`src/rtl/exec_pkg.sv`:
```
// exec_pkg: shared definitions for the execution sequencer.
//   DATA_W / ADDR_W : default operand and register-address widths
//   opcode_t        : 3-bit instruction opcodes
//   state_t         : sequencer states (IDLE -> LOAD -> EXEC -> WB)
//   ST_N/ST_Z/ST_V  : bit positions of the flags inside status
//   writes_back()   : opcode produces a register write
//   updates_flags() : opcode updates the status register
package exec_pkg;

  localparam int DATA_W = 8;
  localparam int ADDR_W = 2;

  typedef enum logic [2:0] {
    OP_MOVI = 3'b000,
    OP_MOV  = 3'b001,
    OP_ADD  = 3'b010,
    OP_SUB  = 3'b011,
    OP_AND  = 3'b100,
    OP_MVN  = 3'b101,
    OP_CMP  = 3'b110,
    OP_NOP  = 3'b111
  } opcode_t;

  typedef enum logic [1:0] {
    S_IDLE = 2'd0,
    S_LOAD = 2'd1,
    S_EXEC = 2'd2,
    S_WB   = 2'd3
  } state_t;

  localparam int ST_N = 2;
  localparam int ST_Z = 1;
  localparam int ST_V = 0;

  function automatic logic writes_back(input opcode_t op);
    return !(op == OP_CMP || op == OP_NOP);
  endfunction

  // MOV, MOVI and NOP leave the flags alone.
  function automatic logic updates_flags(input opcode_t op);
    return (op == OP_ADD) || (op == OP_SUB) || (op == OP_AND) ||
           (op == OP_MVN) || (op == OP_CMP);
  endfunction

endpackage

```
`src/rtl/exec_sequencer_alu_unit.sv`:
```
// alu_unit: purely combinational ALU of the execution sequencer.
//   a, b    : operands (b is already shifted when the shifter is enabled)
//   opcode  : operation select
//   imm     : immediate, used by MOVI
//   c       : result (two's complement, modulo 2^DATA_W)
//   n, z, v : negative, zero and signed-overflow flags of c
module alu_unit
  import exec_pkg::*;
#(
  parameter int DATA_W = exec_pkg::DATA_W
) (
  input  logic [DATA_W-1:0] a,
  input  logic [DATA_W-1:0] b,
  input  opcode_t           opcode,
  input  logic [DATA_W-1:0] imm,
  output logic [DATA_W-1:0] c,
  output logic              n,
  output logic              z,
  output logic              v
);

  logic [DATA_W-1:0] sum;
  logic [DATA_W-1:0] diff;

  assign sum  = a + b;
  assign diff = a - b;

  always_comb begin
    c = '0;
    v = 1'b0;
    case (opcode)
      OP_MOVI: c = imm;
      OP_MOV:  c = b;
      OP_ADD: begin
        c = sum;
        // Like-signed operands producing an opposite-signed sum.
        v = (a[DATA_W-1] == b[DATA_W-1]) && (sum[DATA_W-1] != a[DATA_W-1]);
      end
      OP_SUB, OP_CMP: begin
        c = diff;
        // Unlike-signed operands where the sign of the difference flips from a.
        v = (a[DATA_W-1] != b[DATA_W-1]) && (diff[DATA_W-1] != a[DATA_W-1]);
      end
      OP_AND:  c = a & b;
      OP_MVN:  c = ~b;
      default: c = '0;
    endcase
  end

  assign n = c[DATA_W-1];
  assign z = (c == '0);

endmodule

```
`src/rtl/exec_sequencer.sv`:
```
// exec_sequencer: four-state execution stage behind a register file.
//   clk, reset         : clock, asynchronous active-high reset
//   start + opcode/rd/rn/rm/imm/shift : instruction, sampled only in IDLE
//   rA, rB / dataA, dataB : register-file read port (data is combinational)
//   wr_en, wr_addr, wr_data : one-cycle write-back request
//   result_q, status   : last result and {N,Z,V} flags
//   busy, done         : state != IDLE, one-cycle completion pulse
// Build option: define EXEC_SEQUENCER_SHIFTER_EN to enable the B-operand
// shifter (00 none, 01 LSL1, 10 LSR1, 11 ASR1); otherwise shift is ignored.
module exec_sequencer
  import exec_pkg::*;
#(
  parameter int DATA_W = exec_pkg::DATA_W,
  parameter int ADDR_W = exec_pkg::ADDR_W
) (
  input  logic              clk,
  input  logic              reset,
  input  logic              start,
  input  logic [2:0]        opcode,
  input  logic [ADDR_W-1:0] rd,
  input  logic [ADDR_W-1:0] rn,
  input  logic [ADDR_W-1:0] rm,
  input  logic [DATA_W-1:0] imm,
  input  logic [1:0]        shift,
  output logic [ADDR_W-1:0] rA,
  output logic [ADDR_W-1:0] rB,
  input  logic [DATA_W-1:0] dataA,
  input  logic [DATA_W-1:0] dataB,
  output logic              wr_en,
  output logic [ADDR_W-1:0] wr_addr,
  output logic [DATA_W-1:0] wr_data,
  output logic [DATA_W-1:0] result_q,
  output logic [2:0]        status,
  output logic              busy,
  output logic              done
);

  state_t            state_reg, state_next;
  opcode_t           opcode_reg;
  logic [ADDR_W-1:0] rd_reg, rn_reg, rm_reg;
  logic [DATA_W-1:0] imm_reg;
  logic [DATA_W-1:0] a_reg, b_reg;
  logic [DATA_W-1:0] b_shift;
  logic              wr_en_next, done_next;
  logic [DATA_W-1:0] alu_c;
  logic              alu_n, alu_z, alu_v;

`ifdef EXEC_SEQUENCER_SHIFTER_EN
  logic [1:0] shift_reg;

  always_ff @(posedge clk or posedge reset) begin
    if (reset)
      shift_reg <= 2'b00;
    else if (state_reg == S_IDLE && start)
      shift_reg <= shift;
  end

  always_comb begin
    case (shift_reg)
      2'b01:   b_shift = {b_reg[DATA_W-2:0], 1'b0};
      2'b10:   b_shift = {1'b0, b_reg[DATA_W-1:1]};
      2'b11:   b_shift = {b_reg[DATA_W-1], b_reg[DATA_W-1:1]};
      default: b_shift = b_reg;
    endcase
  end
`else
  logic [1:0] shift_unused;
  assign shift_unused = shift;
  assign b_shift      = b_reg;
`endif

  alu_unit #(.DATA_W(DATA_W)) u_alu (
    .a      (a_reg),
    .b      (b_shift),
    .opcode (opcode_reg),
    .imm    (imm_reg),
    .c      (alu_c),
    .n      (alu_n),
    .z      (alu_z),
    .v      (alu_v)
  );

  // State register
  always_ff @(posedge clk or posedge reset) begin
    if (reset) state_reg <= S_IDLE;
    else       state_reg <= state_next;
  end

  // Next-state logic
  always_comb begin
    state_next = state_reg;
    case (state_reg)
      S_IDLE:  if (start) state_next = S_LOAD;
      S_LOAD:  state_next = S_EXEC;
      S_EXEC:  state_next = S_WB;
      default: state_next = S_IDLE;
    endcase
  end

  // Output logic: read addresses follow the latched instruction while busy;
  // the write-back strobes are registered, so they appear in the cycle after WB.
  always_comb begin
    busy       = (state_reg != S_IDLE);
    rA         = '0;
    rB         = '0;
    wr_en_next = 1'b0;
    done_next  = 1'b0;
    if (busy) begin
      rA = rn_reg;
      rB = rm_reg;
    end
    if (state_reg == S_WB) begin
      done_next  = 1'b1;
      wr_en_next = writes_back(opcode_reg);
    end
  end

  // Datapath registers
  always_ff @(posedge clk or posedge reset) begin
    if (reset) begin
      opcode_reg <= OP_MOVI;
      rd_reg     <= '0;
      rn_reg     <= '0;
      rm_reg     <= '0;
      imm_reg    <= '0;
      a_reg      <= '0;
      b_reg      <= '0;
      result_q   <= '0;
      status     <= '0;
      wr_en      <= 1'b0;
      done       <= 1'b0;
      wr_addr    <= '0;
    end else begin
      if (state_reg == S_IDLE && start) begin
        opcode_reg <= opcode_t'(opcode);
        rd_reg     <= rd;
        rn_reg     <= rn;
        rm_reg     <= rm;
        imm_reg    <= imm;
      end
      if (state_reg == S_LOAD) begin
        a_reg <= dataA;
        b_reg <= dataB;
      end
      if (state_reg == S_EXEC) begin
        if (writes_back(opcode_reg))
          result_q <= alu_c;
        if (updates_flags(opcode_reg)) begin
          status[ST_N] <= alu_n;
          status[ST_Z] <= alu_z;
          status[ST_V] <= alu_v;
        end
      end
      if (state_reg == S_WB)
        wr_addr <= rd_reg;
      wr_en <= wr_en_next;
      done  <= done_next;
    end
  end

  assign wr_data = result_q;

endmodule

```
`config.mk`:
```
export PLATFORM = sky130hd
export DESIGN_NAME = exec_sequencer
export DESIGN_NICKNAME = d
export VERILOG_FILES = /design/src/rtl/exec_pkg.sv /design/src/rtl/exec_sequencer_alu_unit.sv /design/src/rtl/exec_sequencer.sv
export SDC_FILE = /design/constraint.sdc
export NUM_CORES = 1
export LEC_CHECK = 0
export BUFFER_PORTS_ARGS = -buffer_cell sky130_fd_sc_hd__buf_2
export CELL_PAD_IN_SITES_DETAIL_PLACEMENT = 0
export CELL_PAD_IN_SITES_GLOBAL_PLACEMENT = 2
export CORE_MARGIN = 2
export CORE_UTILIZATION = 35
export DETAILED_ROUTE_END_ITERATION = 8
export PLACE_DENSITY = 0.78
export SETUP_SLACK_MARGIN = 0.1
export SYNTH_ARGS = -nofsm -noshare
export SYNTH_HDL_FRONTEND = slang
export SYNTH_SLANG_ARGS = --single-unit
```
`constraint.sdc`:
```
create_clock -name clk -period 2.6 [get_ports clk]
set_clock_uncertainty 0.05 [all_clocks]
set_input_delay 0.13 -clock clk [delete_from_list [all_inputs] [get_ports clk]]
set_output_delay 0.13 -clock clk [all_outputs]
set_load 0.02 [all_outputs]
```
==> results of run 1 <==
## worst paths after layout
| check | startpoint | slack (ns) | cells past startpoint | endpoint |
|---|---|---|---|---|
| min in group asynchronous | reset | 0.35 | 3 | imm_reg[1] |
| max reg2reg | b_reg[0] | 0.14 | 9 | status[1] |
| max | b_reg[0] | 0.14 | 9 | status[1] |
| min reg2reg | status[0] | 0.43 | 2 | status[0] |
| max in group asynchronous | reset | 1.41 | 4 | result_q[2] |
| min | rm[1] | 0.004 | 2 | rm_reg[1] |
## cell usage after synthesis (3+ instances only)
cell type,number,area share [%]
sky130_fd_sc_hd__mux2_2,31,11
sky130_fd_sc_hd__nand2b_1,4,0.78
sky130_fd_sc_hd__ha_1,20,7.8
sky130_fd_sc_hd__buf_4,10,2.3
sky130_fd_sc_hd__o21ai_0,21,3.3
sky130_fd_sc_hd__a221o_1,4,1.2
sky130_fd_sc_hd__nor2b_1,12,2.3
sky130_fd_sc_hd__nor2_1,14,1.6
sky130_fd_sc_hd__clkbuf_8,3,1.3
sky130_fd_sc_hd__nor3_1,3,0.47
sky130_fd_sc_hd__dfrtp_1,50,39
sky130_fd_sc_hd__nand2_1,24,2.8
sky130_fd_sc_hd__a211oi_1,5,1.2
sky130_fd_sc_hd__o221ai_1,3,0.82
sky130_fd_sc_hd__buf_6,3,1.1
sky130_fd_sc_hd__inv_1,18,2.1
sky130_fd_sc_hd__a21oi_1,13,2.0
sky130_fd_sc_hd__clkbuf_1,6,0.70
sky130_fd_sc_hd__mux2i_1,7,2.2
sky130_fd_sc_hd__nand3_1,4,0.62
sky130_fd_sc_hd__o31ai_1,3,0.70
## metrics by stage
stage          instance area, sq um  cells  setup slack [ns]  util [%]  setup TNS [ns]
2_1_floorplan                  3210    306             0.221         -               0
3_3_place_gp                   3660    475            0.0551      41.5               0
3_5_place_dp                   3660    475           -0.0549      41.5         -0.0549
4_1_cts                        4010    505            0.0604      45.6               0
5_1_grt                        4170    510           -0.0171      47.3         -0.0171
6_report                       4170    510             0.142      47.3               0
## cell families (layout without fill, tap and decap cells)
| kind of cell | Yosys count | count (layout) | synth area share (%) |
|---|---|---|---|
| AO/OA/AOI/OAI | 72 | 72 | 16.4 |
| XOR/XNOR | 2 | 2 | 0.545 |
| adder cells (fa/ha/maj) | 22 | 22 | 9.04 |
| buffers and inverters | 42 | 138 | 7.79 |
| flip-flops | 50 | 50 | 39.0 |
| multiplexers | 39 | 39 | 13.8 |
| AND/OR/NAND/NOR | 79 | 79 | 13.6 |
## routing by layer
metal	global-route usage, %	up-vias
met5	0	-
met4	2.85	0
met3	2.37	4
met2	27.2	59
met1	22.3	1267
li1	-	1271
## critical path, delay by kind of cell, from the launching register on
kind	cells	cell delay [ns]
compound gates	5	1.29
flops	1	0.43
fa+ha+maj	1	0.23
buf+inv	1	0.14
simple gates	2	0.23
## repair_timing
action,4_1_cts,5_1_grt
pin swaps,3,11
endpoints found under the hold margin,44,3
endpoints found under the setup margin,4,4
buffers inserted,2,2
resized for setup,6,21
hold buffers,20,3
## power by group through the flow
stage | clock (W) | sequential, W | combinational [W]
6_report | 0.000557 | 0.00148 | 0.00441
5_1_grt | 0.000608 | 0.00155 | 0.00485
4_1_cts | 0.000573 | 0.00147 | 0.00408
3_5_place_dp | 0 | 0.00149 | 0.00393
3_3_place_gp | 0 | 0.00147 | 0.00390
2_1_floorplan | 0 | 0.00152 | 0.00286
## layout make-up
cell class	instances	area, sq um
Sequential cell	50	1250
Multi-Input combinational cell	214	1850
Clock buffer	5	68.8
Clock inverter	3	40.0
Inverter	18	67.6
Tap cell	108	135
Fill cell	849	4640
Timing Repair Buffer	112	753
==> flow_summary.html, run 1 <==
<table>
<tr><th>Metric</th><th>Value</th></tr>
<tr><th colspan="2">Outcome</th></tr>
<tr><td>Run status</td><td>complete, no violations</td></tr>
<tr><th colspan="2">CTS</th></tr>
<tr><td>Cell at the root of the clock tree</td><td>sky130_fd_sc_hd__clkbuf_8</td></tr>
<tr><td>Clock transition time at the flip-flop clock pins of the worst setup and hold paths</td><td>0.10 ns</td></tr>
<tr><td>CTS tree</td><td>built</td></tr>
<tr><td>H-tree lvl count</td><td>2</td></tr>
<tr><td>Number of clock sinks</td><td>50</td></tr>
<tr><td>CTS buffer count</td><td>5</td></tr>
<tr><td>Maximum buffer depth of the clock tree</td><td>2</td></tr>
<tr><td>Insertion delay of the later-clocked pin in the worst-skew pair</td><td>0.31 ns</td></tr>
<tr><th colspan="2">Timing</th></tr>
<tr><td>Ratio of final minimum period to clock period</td><td>94.6%</td></tr>
<tr><td>Max-slew violation count</td><td>0</td></tr>
<tr><td>Remaining max-slew budget at the tightest pin</td><td>53.3%</td></tr>
<tr><td>Unrepaired setup endpoints after global routing</td><td>yes</td></tr>
<tr><td>Minimum clock period</td><td>2.46 ns</td></tr>
<tr><td>Fin Hold WS</td><td>0.00429 ns</td></tr>
<tr><td>Least-Margin Pin Slew</td><td>0.698 ns</td></tr>
<tr><td>Count of final hold-check violations</td><td>0</td></tr>
<tr><td>Maximum operating frequency</td><td>407 MHz</td></tr>
<tr><td>Number of setup violations in the final report</td><td>0</td></tr>
<tr><th colspan="2">GRT</th></tr>
<tr><td>Antenna violations before repair</td><td>0</td></tr>
<tr><td>Global-route wire length before repair</td><td>12900 um</td></tr>
<tr><td>Number of global-route vias before repair</td><td>2650</td></tr>
<tr><td>Overflow left after global routing</td><td>0</td></tr>
<tr><td>Maximum number of pins on one net before global-route repair</td><td>27</td></tr>
<tr><td>Total global routing track utilization</td><td>16.1%</td></tr>
<tr><th colspan="2">Die</th></tr>
<tr><td>Die W</td><td>99.8 um</td></tr>
<tr><td>Number of I/O pins</td><td>66</td></tr>
<tr><td>Number of placement rows</td><td>34</td></tr>
<tr><td>Starting density of the core</td><td>36.5%</td></tr>
<tr><td>Die Height</td><td>99.8 um</td></tr>
<tr><td>Placeable core region</td><td>0.00881 sq mm</td></tr>
<tr><td>Floorplan die area</td><td>0.00996 sq mm</td></tr>
<tr><th colspan="2">Routing</th></tr>
<tr><td>Drt first pass iters</td><td>4</td></tr>
<tr><td>Detail Route Antenna Nets</td><td>0</td></tr>
<tr><td>Wire length on met1</td><td>3760 um</td></tr>
<tr><td>Highest layer used for signal routing</td><td>met4</td></tr>
<tr><td>Number of vias per cell after detailed routing</td><td>5.10</td></tr>
<tr><td>Wire length on met2</td><td>3760 um</td></tr>
<tr><td>Vias</td><td>2601</td></tr>
<tr><td>DRC violation total after the first TritonRoute iteration</td><td>121</td></tr>
<tr><td>Post-detailed-route wirelength per cell</td><td>15.3 um</td></tr>
<tr><td>Wire length on met3</td><td>247 um</td></tr>
<tr><td>Number of remaining DRC errors</td><td>0</td></tr>
<tr><td>Routed WL</td><td>7810 um</td></tr>
<tr><th colspan="2">Pwr</th></tr>
<tr><td>Total power divided by cell area</td><td>1550 mW/mm^2</td></tr>
<tr><td>Part of the total power dissipated in the clock network</td><td>8.6%</td></tr>
<tr><td>Overall power</td><td>0.00645 W</td></tr>
<tr><td>Sequential Power Share</td><td>23.0%</td></tr>
<tr><td>Sw frac</td><td>45.0%</td></tr>
<tr><td>Total net switching power</td><td>0.00290 W</td></tr>
<tr><td>Internal cell power</td><td>0.00355 W</td></tr>
<tr><td>Portion of total power attributed to combinational logic</td><td>68.4%</td></tr>
<tr><td>Static leakage power</td><td>1.91 nW</td></tr>
<tr><td>Worst supply voltage drop on vdd</td><td>0.000588 V</td></tr>
<tr><th colspan="2">Setup path</th></tr>
<tr><td>Worst-path cell with the longest stage delay</td><td>sky130_fd_sc_hd__dfrtp_1</td></tr>
<tr><td>Crit path arrival time</td><td>2.63 ns</td></tr>
<tr><td>CP Launch Type</td><td>flip-flop</td></tr>
<tr><td>Crit path kind</td><td>flip-flop to flip-flop</td></tr>
<tr><td>Largest fanout on the critical path</td><td>4</td></tr>
<tr><td>Required time at the worst-slack endpoint</td><td>2.78 ns</td></tr>
<tr><td>Critical Path Sink Type</td><td>flip-flop</td></tr>
<tr><td>Delay contributed by the slowest stage of the critical path</td><td>0.43 ns</td></tr>
<tr><td>Sequence of cells on the critical path</td><td>ha_1, buf_4, nor2b_1, o21a_1, a211o_4, a221oi_2, o221a_2, nand4_1, o31ai_2</td></tr>
<tr><th colspan="2">Synthesis</th></tr>
<tr><td>Number of instances in the synthesized netlist</td><td>306</td></tr>
<tr><td>Number of storage elements in the synthesis netlist</td><td>50</td></tr>
<tr><td>Number of distinct library cells after synthesis</td><td>59</td></tr>
<tr><td>Synth Cell Area</td><td>0.00321 sq mm</td></tr>
<tr><td>Count of flip-flops with a built-in enable after synthesis</td><td>0</td></tr>
<tr><td>Top_reg_cell synth</td><td>sky130_fd_sc_hd__dfrtp_1</td></tr>
<tr><td>Net count after synthesis</td><td>366</td></tr>
<tr><td>Mean area per synthesized cell</td><td>10.5 sq um</td></tr>
<tr><td>Ys Warns</td><td>0</td></tr>
<tr><td>Sequential fraction of the synthesis area</td><td>39.0%</td></tr>
<tr><td>Share of async-settable or async-resettable flops after synthesis</td><td>100%</td></tr>
<tr><th colspan="2">Finish</th></tr>
<tr><td>Leading cell type in the layout, fill and taps excluded</td><td>sky130_fd_sc_hd__buf_2</td></tr>
<tr><td>Most frequent cells in the layout</td><td>63 x sky130_fd_sc_hd__buf_2, 49 x sky130_fd_sc_hd__dfrtp_1, 29 x sky130_fd_sc_hd__mux2_2, 25 x sky130_fd_sc_hd__buf_4, 24 x sky130_fd_sc_hd__nand2_1</td></tr>
<tr><td>Share of final-layout standard cells stronger than drive strength 1</td><td>39.8%</td></tr>
<tr><td>Post-synthesis to final-layout area growth</td><td>29.8%</td></tr>
<tr><td>Number of antenna repair diodes</td><td>0</td></tr>
<tr><td>Number of nets in the final layout</td><td>461</td></tr>
<tr><th colspan="2">Placed design</th></tr>
<tr><td>HPWL after DPL</td><td>5830 um</td></tr>
<tr><td>Input/output buffers</td><td>63</td></tr>
<tr><td>Weighted congestion reported at the end of routability-driven placement</td><td>0.844</td></tr>
<tr><th colspan="2">Job</th></tr>
<tr><td>Maximum capacitance violations</td><td>0</td></tr>
<tr><th colspan="2">Hold path</th></tr>
<tr><td>Class of the tightest hold or removal check</td><td>primary input to flip-flop</td></tr>
</table>
Note: power is estimated with default switching activity, not from simulation.
==> run 2: changes to the inputs <==
CORE_MARGIN = not set   (was 2)
==> run 2 against run 1 <==
Against the previous run: the run now ends with DRC left; via count is 0.92% lower; sequential cell count stayed put; count of clock-buffer cells in the layout stayed put; power is 2.0% lower; wire length is 4.2% lower; sequential share of layout area is 0.46 points lower; die area is 4.0% lower; critical endpoint is now result_q[7]; critical path depth stayed put; hold slack better by 0.0062 ns; clock power is 3.8% higher; non-clock buffer count is 9 higher; combinational power is 3% lower.
==> flow_summary.html, run 2 (synthesis gave the netlist of run 1 again) <==
<table>
<tr><th>Metric</th><th>Value</th></tr>
<tr><th colspan="2">Outcome</th></tr>
<tr><td>Run status</td><td>finished, violations left</td></tr>
<tr><td>Violations in the final reports</td><td>DRC</td></tr>
<tr><th colspan="2">Setup path</th></tr>
<tr><td>Worst-path cell with the longest stage delay</td><td>sky130_fd_sc_hd__dfrtp_1</td></tr>
<tr><td>CP Launch Type</td><td>flip-flop</td></tr>
<tr><td>Crit path kind</td><td>flip-flop to flip-flop</td></tr>
<tr><td>Crit path arrival time</td><td>2.66 ns</td></tr>
<tr><td>Critical Path Sink Type</td><td>flip-flop</td></tr>
<tr><td>Critical path origin</td><td>b_reg[0]</td></tr>
<tr><td>Crit path buffers/inverters</td><td>1</td></tr>
<tr><td>Largest fanout on the critical path</td><td>5</td></tr>
<tr><td>Reg2reg start</td><td>b_reg[0]</td></tr>
<tr><td>Cell family contributing the most delay on the critical path</td><td>compound AO/OA/AOI/OAI gates</td></tr>
<tr><td>Required time at the worst-slack endpoint</td><td>2.80 ns</td></tr>
<tr><td>Sequence of cells on the critical path</td><td>ha_1, buf_4, nor2b_1, o21a_1, a211o_4, a2111oi_4, nor4b_2, a31oi_2, mux2_2</td></tr>
<tr><td>Delay contributed by the slowest stage of the critical path</td><td>0.44 ns</td></tr>
<tr><th colspan="2">Routing</th></tr>
<tr><td>Number of vias per cell after detailed routing</td><td>4.97</td></tr>
<tr><td>Vias</td><td>2577</td></tr>
<tr><td>Post-detailed-route wirelength per cell</td><td>14.4 um</td></tr>
<tr><td>Drt first pass iters</td><td>6</td></tr>
<tr><td>DRC violation total after the first TritonRoute iteration</td><td>106</td></tr>
<tr><td>Detail Route Antenna Nets</td><td>0</td></tr>
<tr><td>Routed WL</td><td>7490 um</td></tr>
<tr><td>Number of remaining DRC errors</td><td>7</td></tr>
<tr><th colspan="2">Die</th></tr>
<tr><td>Floorplan die area</td><td>0.00956 sq mm</td></tr>
<tr><td>Starting density of the core</td><td>36.5%</td></tr>
<tr><td>Number of I/O pins</td><td>66</td></tr>
<tr><td>Die Height</td><td>97.8 um</td></tr>
<tr><td>Placeable core region</td><td>0.00881 sq mm</td></tr>
<tr><td>Number of placement rows</td><td>34</td></tr>
<tr><td>Die W</td><td>97.8 um</td></tr>
<tr><th colspan="2">GRT</th></tr>
<tr><td>Maximum number of pins on one net before global-route repair</td><td>28</td></tr>
<tr><td>Overflow left after global routing</td><td>0</td></tr>
<tr><td>Global-route wire length before repair</td><td>12700 um</td></tr>
<tr><td>Number of global-route vias before repair</td><td>2621</td></tr>
<tr><td>Antenna violations before repair</td><td>0</td></tr>
<tr><td>Total global routing track utilization</td><td>16.6%</td></tr>
<tr><td>Met1 capacity usage during global routing</td><td>21.9%</td></tr>
<tr><td>M3 GR Usage</td><td>2.72%</td></tr>
<tr><td>Global-route layer with the greatest usage</td><td>met2</td></tr>
<tr><td>Met2 track demand over resource</td><td>28.3%</td></tr>
<tr><th colspan="2">Placed design</th></tr>
<tr><td>Input/output buffers</td><td>63</td></tr>
<tr><td>HPWL after DPL</td><td>5700 um</td></tr>
<tr><td>Count of placed standard cells including taps</td><td>475</td></tr>
<tr><td>Weighted congestion reported at the end of routability-driven placement</td><td>0.844</td></tr>
<tr><th colspan="2">Timing</th></tr>
<tr><td>Remaining max-slew budget at the tightest pin</td><td>54.6%</td></tr>
<tr><td>Ratio of final minimum period to clock period</td><td>94.6%</td></tr>
<tr><td>Number of setup violations in the final report</td><td>0</td></tr>
<tr><td>Maximum operating frequency</td><td>407 MHz</td></tr>
<tr><td>Unrepaired setup endpoints after global routing</td><td>yes</td></tr>
<tr><td>Count of final hold-check violations</td><td>0</td></tr>
<tr><td>Max-slew violation count</td><td>0</td></tr>
<tr><td>Minimum clock period</td><td>2.46 ns</td></tr>
<tr><td>Least-Margin Pin Slew</td><td>0.679 ns</td></tr>
<tr><th colspan="2">Finish</th></tr>
<tr><td>Most frequent cells in the layout</td><td>63 x sky130_fd_sc_hd__buf_2, 49 x sky130_fd_sc_hd__dfrtp_1, 32 x sky130_fd_sc_hd__dlygate4sd3_1, 30 x sky130_fd_sc_hd__mux2_2, 26 x sky130_fd_sc_hd__buf_4</td></tr>
<tr><td>Number of nets in the final layout</td><td>470</td></tr>
<tr><td>Share of final-layout standard cells stronger than drive strength 1</td><td>39.7%</td></tr>
<tr><td>Post-synthesis to final-layout area growth</td><td>31.8%</td></tr>
<tr><td>Number of antenna repair diodes</td><td>0</td></tr>
<tr><td>Leading cell type in the layout, fill and taps excluded</td><td>sky130_fd_sc_hd__buf_2</td></tr>
<tr><td>Post-layout instance count excluding filler cells</td><td>519</td></tr>
<tr><th colspan="2">CTS</th></tr>
<tr><td>CTS tree</td><td>built</td></tr>
<tr><td>H-tree lvl count</td><td>2</td></tr>
<tr><td>Number of clock sinks</td><td>50</td></tr>
<tr><td>Maximum buffer depth of the clock tree</td><td>2</td></tr>
<tr><td>Insertion delay of the later-clocked pin in the worst-skew pair</td><td>0.31 ns</td></tr>
<tr><td>Cell at the root of the clock tree</td><td>sky130_fd_sc_hd__clkbuf_8</td></tr>
<tr><td>Clock transition time at the flip-flop clock pins of the worst setup and hold paths</td><td>0.10 ns</td></tr>
<tr><td>CTS buffer count</td><td>5</td></tr>
<tr><th colspan="2">Pwr</th></tr>
<tr><td>Total power divided by cell area</td><td>1490 mW/mm^2</td></tr>
<tr><td>Worst supply voltage drop on vdd</td><td>0.000594 V</td></tr>
<tr><td>Static leakage power</td><td>1.93 nW</td></tr>
<tr><td>Overall power</td><td>0.00633 W</td></tr>
<tr><th colspan="2">Job</th></tr>
<tr><td>Maximum capacitance violations</td><td>0</td></tr>
<tr><th colspan="2">Hold path</th></tr>
<tr><td>Hold path startpoint</td><td>dataB[6]</td></tr>
<tr><td>Class of the tightest hold or removal check</td><td>primary input to flip-flop</td></tr>
</table>
[run 2: changes by cell type in the layout (fill, tap and decap cells not counted), sizes merged]
cell         before  now
inv              18   20
clkinv            2    0
dlygate4sd3      23   32
[run 2: final cells by class]
class | count | area, sq um
clock inverters | 3 | 47.5
flip-flops and latches | 50 | 1250
repair buffers | 121 | 831
well taps | 108 | 135
fillers | 862 | 4570
inverters | 18 | 67.6
multi-input cells | 214 | 1830
clock buffers | 5 | 68.8
[run 2: worst paths after layout]
| kind | to | slack, ns | cells after the start |
|---|---|---|---|
| max reg2reg | result_q[7] | 0.14 | 9 |
| min reg2reg | status[1] | 0.44 | 2 |
| min in group asynchronous | rn_reg[0] | 0.35 | 3 |
| min | b_reg[6] | 0.01 | 3 |
| max in group asynchronous | result_q[6] | 1.42 | 4 |
| max | result_q[7] | 0.14 | 9 |
[run 2: repair_timing]
item / CTS / global route
pin swaps: 2 / 7
resized for setup: 6 / 21
setup buffers: 2 / 2
setup endpoints to repair: 4 / 4
hold buffers: 32 / 0
hold endpoints to repair: 54 / 0
gates cloned: 0 / 0
[run 2: metal layers]
metal | wire length [um] | up-vias
met5 | 0 | -
met4 | 107 | 0
met3 | 225 | 8
met2 | 3580 | 51
met1 | 3570 | 1230
li1 | - | 1288
[run 2: power by group]
part / total (W) / internal (W) / switching [W]
clock network: 0.000578 / 0.000294 / 0.000284
registers: 0.00148 / 0.00117 / 0.000311
logic: 0.00427 / 0.00203 / 0.00224
total: 0.00633 / 0.00349 / 0.00283
[run 2: through the flow]
step                setup TNS, ns  setup WS [ns]  area, sq um  util, %  hold WS, ns
detailed placement        -0.0561        -0.0561         3640     41.4        0.144
CTS                             0         0.0638         4120     46.8     0.000927
finish                          0          0.141         4230     48.1       0.0105
floorplan                       0          0.221         3210        -        0.166
global route                    0         0.0216         4230     48.1      0.00493
global placement                0         0.0504         3640     41.4        0.143
[run 2: worst min-delay path, cell delays in order]
cell                      delay (ns)
sky130_fd_sc_hd__buf_2          0.07
sky130_fd_sc_hd__nand2_1        0.05
sky130_fd_sc_hd__o21ai_0        0.07
==> run 3: changes to the inputs <==
CORE_MARGIN = 2   (was not set)
clock period = 2.5 ns   (was 2.6 ns; I/O delays follow)
==> run 3 against run 2 <==
Against the previous run: the flow now finishes without violations; hold slack improved by 0.43 ns; cell count rose by 2.1%; power increased by 6.6%; design area grew 2.4%; clock power is 21% higher; sequential share of layout area fell by 0.70 points; critical path type unchanged; global-route usage shrank 0.74 points; sequential power up 3%; first-iteration DRC count down 31%; combinational power rose by 5.9%; register-to-register slack worse by 0.13 ns; setup slack worse by 0.13 ns.
==> flow_summary.html, run 3 (synthesis gave the netlist of run 1 again) <==
<table>
<tr><th>Metric</th><th>Value</th></tr>
<tr><th colspan="2">Timing</th></tr>
<tr><td>Remaining max-slew budget at the tightest pin</td><td>54.8%</td></tr>
<tr><td>Maximum operating frequency</td><td>402 MHz</td></tr>
<tr><td>Number of setup violations in the final report</td><td>0</td></tr>
<tr><td>Setup total negative slack</td><td>0 ns</td></tr>
<tr><td>Final worst-path setup slack</td><td>0.0151 ns</td></tr>
<tr><td>Minimum clock period</td><td>2.48 ns</td></tr>
<tr><td>Least-Margin Pin Slew</td><td>0.676 ns</td></tr>
<tr><td>Unrepaired setup endpoints after global routing</td><td>yes</td></tr>
<tr><td>Max-slew violation count</td><td>0</td></tr>
<tr><td>Fin Hold WS</td><td>0.436 ns</td></tr>
<tr><td>Ratio of final minimum period to clock period</td><td>99.4%</td></tr>
<tr><td>Count of final hold-check violations</td><td>0</td></tr>
<tr><th colspan="2">GRT</th></tr>
<tr><td>Number of global-route vias before repair</td><td>2667</td></tr>
<tr><td>Overflow left after global routing</td><td>0</td></tr>
<tr><td>Total global routing track utilization</td><td>15.9%</td></tr>
<tr><td>Maximum number of pins on one net before global-route repair</td><td>51</td></tr>
<tr><td>Global-route wire length before repair</td><td>12600 um</td></tr>
<tr><td>Antenna violations before repair</td><td>0</td></tr>
<tr><th colspan="2">Pwr</th></tr>
<tr><td>Total power divided by cell area</td><td>1560 mW/mm^2</td></tr>
<tr><td>Sw frac</td><td>43.6%</td></tr>
<tr><td>Static leakage power</td><td>1.98 nW</td></tr>
<tr><td>Sequential Power Share</td><td>22.6%</td></tr>
<tr><td>Internal cell power</td><td>0.00380 W</td></tr>
<tr><td>Worst supply voltage drop on vdd</td><td>0.000589 V</td></tr>
<tr><td>Total net switching power</td><td>0.00294 W</td></tr>
<tr><td>Part of the total power dissipated in the clock network</td><td>10.3%</td></tr>
<tr><td>Portion of total power attributed to combinational logic</td><td>67.1%</td></tr>
<tr><th colspan="2">Finish</th></tr>
<tr><td>Post-synthesis to final-layout area growth</td><td>35.0%</td></tr>
<tr><td>Number of nets in the final layout</td><td>481</td></tr>
<tr><td>Number of antenna repair diodes</td><td>0</td></tr>
<tr><td>Number of inserted filler cells in the final layout</td><td>836</td></tr>
<tr><td>Most frequent cells in the layout</td><td>63 x sky130_fd_sc_hd__buf_2, 49 x sky130_fd_sc_hd__dfrtp_1, 35 x sky130_fd_sc_hd__dlygate4sd3_1, 32 x sky130_fd_sc_hd__buf_4, 29 x sky130_fd_sc_hd__mux2_2</td></tr>
<tr><td>Share of final-layout standard cells stronger than drive strength 1</td><td>39.8%</td></tr>
<tr><td>Leading cell type in the layout, fill and taps excluded</td><td>sky130_fd_sc_hd__buf_2</td></tr>
<tr><td>Post-layout instance count excluding filler cells</td><td>530</td></tr>
<tr><th colspan="2">Placed design</th></tr>
<tr><td>Weighted congestion reported at the end of routability-driven placement</td><td>0.847</td></tr>
<tr><td>Pre-CTS WS</td><td>-0.131 ns</td></tr>
<tr><td>HPWL after DPL</td><td>5690 um</td></tr>
<tr><td>Input/output buffers</td><td>63</td></tr>
<tr><td>Count of placed standard cells including taps</td><td>484</td></tr>
<tr><th colspan="2">Hold path</th></tr>
<tr><td>Class of the tightest hold or removal check</td><td>flip-flop to flip-flop</td></tr>
<tr><td>Cells on Worst Hold Path</td><td>2</td></tr>
<tr><td>Worst min-delay path endpoint</td><td>status[0]</td></tr>
<tr><td>Hold path startpoint</td><td>status[0]</td></tr>
<tr><th colspan="2">Routing</th></tr>
<tr><td>Wire length on met1</td><td>3610 um</td></tr>
<tr><td>Highest layer used for signal routing</td><td>met4</td></tr>
<tr><td>Wire length on met3</td><td>332 um</td></tr>
<tr><td>Post-detailed-route wirelength per cell</td><td>14.5 um</td></tr>
<tr><td>DRC violation total after the first TritonRoute iteration</td><td>73</td></tr>
<tr><td>Vias</td><td>2663</td></tr>
<tr><td>Wire length on met2</td><td>3640 um</td></tr>
<tr><td>Number of remaining DRC errors</td><td>0</td></tr>
<tr><td>Drt first pass iters</td><td>4</td></tr>
<tr><td>Detail Route Antenna Nets</td><td>0</td></tr>
<tr><td>Number of vias per cell after detailed routing</td><td>5.02</td></tr>
<tr><td>Routed WL</td><td>7700 um</td></tr>
<tr><th colspan="2">Die</th></tr>
<tr><td>Die W</td><td>99.8 um</td></tr>
<tr><td>Die Height</td><td>99.8 um</td></tr>
<tr><td>Starting density of the core</td><td>36.5%</td></tr>
<tr><td>Number of I/O pins</td><td>66</td></tr>
<tr><td>Placeable core region</td><td>0.00881 sq mm</td></tr>
<tr><td>Floorplan die area</td><td>0.00996 sq mm</td></tr>
<tr><td>Number of placement rows</td><td>34</td></tr>
<tr><th colspan="2">Setup path</th></tr>
<tr><td>Required time at the worst-slack endpoint</td><td>2.68 ns</td></tr>
<tr><td>Crit path arrival time</td><td>2.67 ns</td></tr>
<tr><td>Reg2reg start</td><td>a_reg[0]</td></tr>
<tr><td>Critical Path Sink Type</td><td>flip-flop</td></tr>
<tr><td>R2r setup slk</td><td>0.02 ns</td></tr>
<tr><td>Crit path kind</td><td>flip-flop to flip-flop</td></tr>
<tr><td>Largest fanout on the critical path</td><td>2</td></tr>
<tr><td>CP Launch Type</td><td>flip-flop</td></tr>
<tr><td>Number of cells traversed by the worst register-to-register path</td><td>10</td></tr>
<tr><td>FF-to-FF End</td><td>status[1]</td></tr>
<tr><th colspan="2">CTS</th></tr>
<tr><td>Cell at the root of the clock tree</td><td>sky130_fd_sc_hd__clkbuf_8</td></tr>
<tr><td>H-tree lvl count</td><td>2</td></tr>
<tr><td>CTS buffer count</td><td>5</td></tr>
<tr><td>Maximum buffer depth of the clock tree</td><td>2</td></tr>
<tr><td>Clock transition time at the flip-flop clock pins of the worst setup and hold paths</td><td>0.10 ns</td></tr>
<tr><td>CTS tree</td><td>built</td></tr>
<tr><td>Insertion delay of the later-clocked pin in the worst-skew pair</td><td>0.32 ns</td></tr>
<tr><td>Number of clock sinks</td><td>50</td></tr>
<tr><th colspan="2">Outcome</th></tr>
<tr><td>Run status</td><td>complete, no violations</td></tr>
<tr><th colspan="2">Job</th></tr>
<tr><td>Maximum capacitance violations</td><td>0</td></tr>
</table>
## run 3: cell type report
class                           instances  area, sq um  area share [%]
Clock inverter                          3         68.8            1.59
Tap cell                              108          135            3.12
Timing Repair Buffer                  132          937            21.6
Clock buffer                            5         68.8            1.59
Sequential cell                        50         1250            28.9
Inverter                               18         67.6            1.56
Multi-Input combinational cell        214         1810            41.6
## run 3: critical path, stage by stage, from the launching register on
cell                       delay (ns)
sky130_fd_sc_hd__dfrtp_1         0.41
sky130_fd_sc_hd__inv_2           0.07
sky130_fd_sc_hd__ha_2            0.17
sky130_fd_sc_hd__inv_2           0.04
sky130_fd_sc_hd__fa_2            0.42
sky130_fd_sc_hd__mux4_2          0.48
sky130_fd_sc_hd__o21ai_2         0.13
sky130_fd_sc_hd__buf_4           0.13
sky130_fd_sc_hd__nor4bb_1        0.19
sky130_fd_sc_hd__nand4_1         0.14
sky130_fd_sc_hd__o31ai_2         0.19
## run 3: how the worst max path moves through the flow
stage | from | cells after the start | endpoint | slack, ns
after floorplan | a_reg[0] | 9 | status[1] | 0.12
after global placement | a_reg[0] | 10 | status[1] | -0.04
after detailed placement | a_reg[0] | 10 | status[1] | -0.13
after CTS | a_reg[0] | 10 | status[1] | -0.01
final | a_reg[0] | 10 | status[1] | 0.02
after global routing | a_reg[0] | 10 | status[1] | -0.12
## run 3: through the flow
stage	total power [W]	util, %	cell area, sq um
detailed placement	0.00574	42.2	3710
finish	0.00675	49.2	4340
CTS	0.00665	48.3	4250
global route	0.00733	49.2	4340
floorplan	0.00456	-	3210
global placement	0.00568	42.2	3710
## run 3: power by group through the flow
| stage | registers, W | logic, W | clock network (W) |
|---|---|---|---|
| global route | 0.00159 | 0.00499 | 0.000754 |
| finish | 0.00152 | 0.00452 | 0.000698 |
| CTS | 0.00154 | 0.00440 | 0.000717 |
| global placement | 0.00152 | 0.00416 | 0 |
| floorplan | 0.00159 | 0.00297 | 0 |
| detailed placement | 0.00154 | 0.00419 | 0 |
## run 3: repair_timing
action | 4_1_cts | 5_1_grt
pin swaps | 5 | 10
resized for setup | 8 | 12
setup buffers | 1 | 2
endpoints found under the hold margin | 82 | 2
hold buffers | 33 | 2
setup endpoints to repair | 4 | 6
## run 3: routing by layer
layer | track usage, % | vias up
li1 | - | 1311
met1 | 20.6 | 1279
met2 | 27.1 | 60
met3 | 3.34 | 13
met4 | 4.11 | 0
met5 | 0 | -
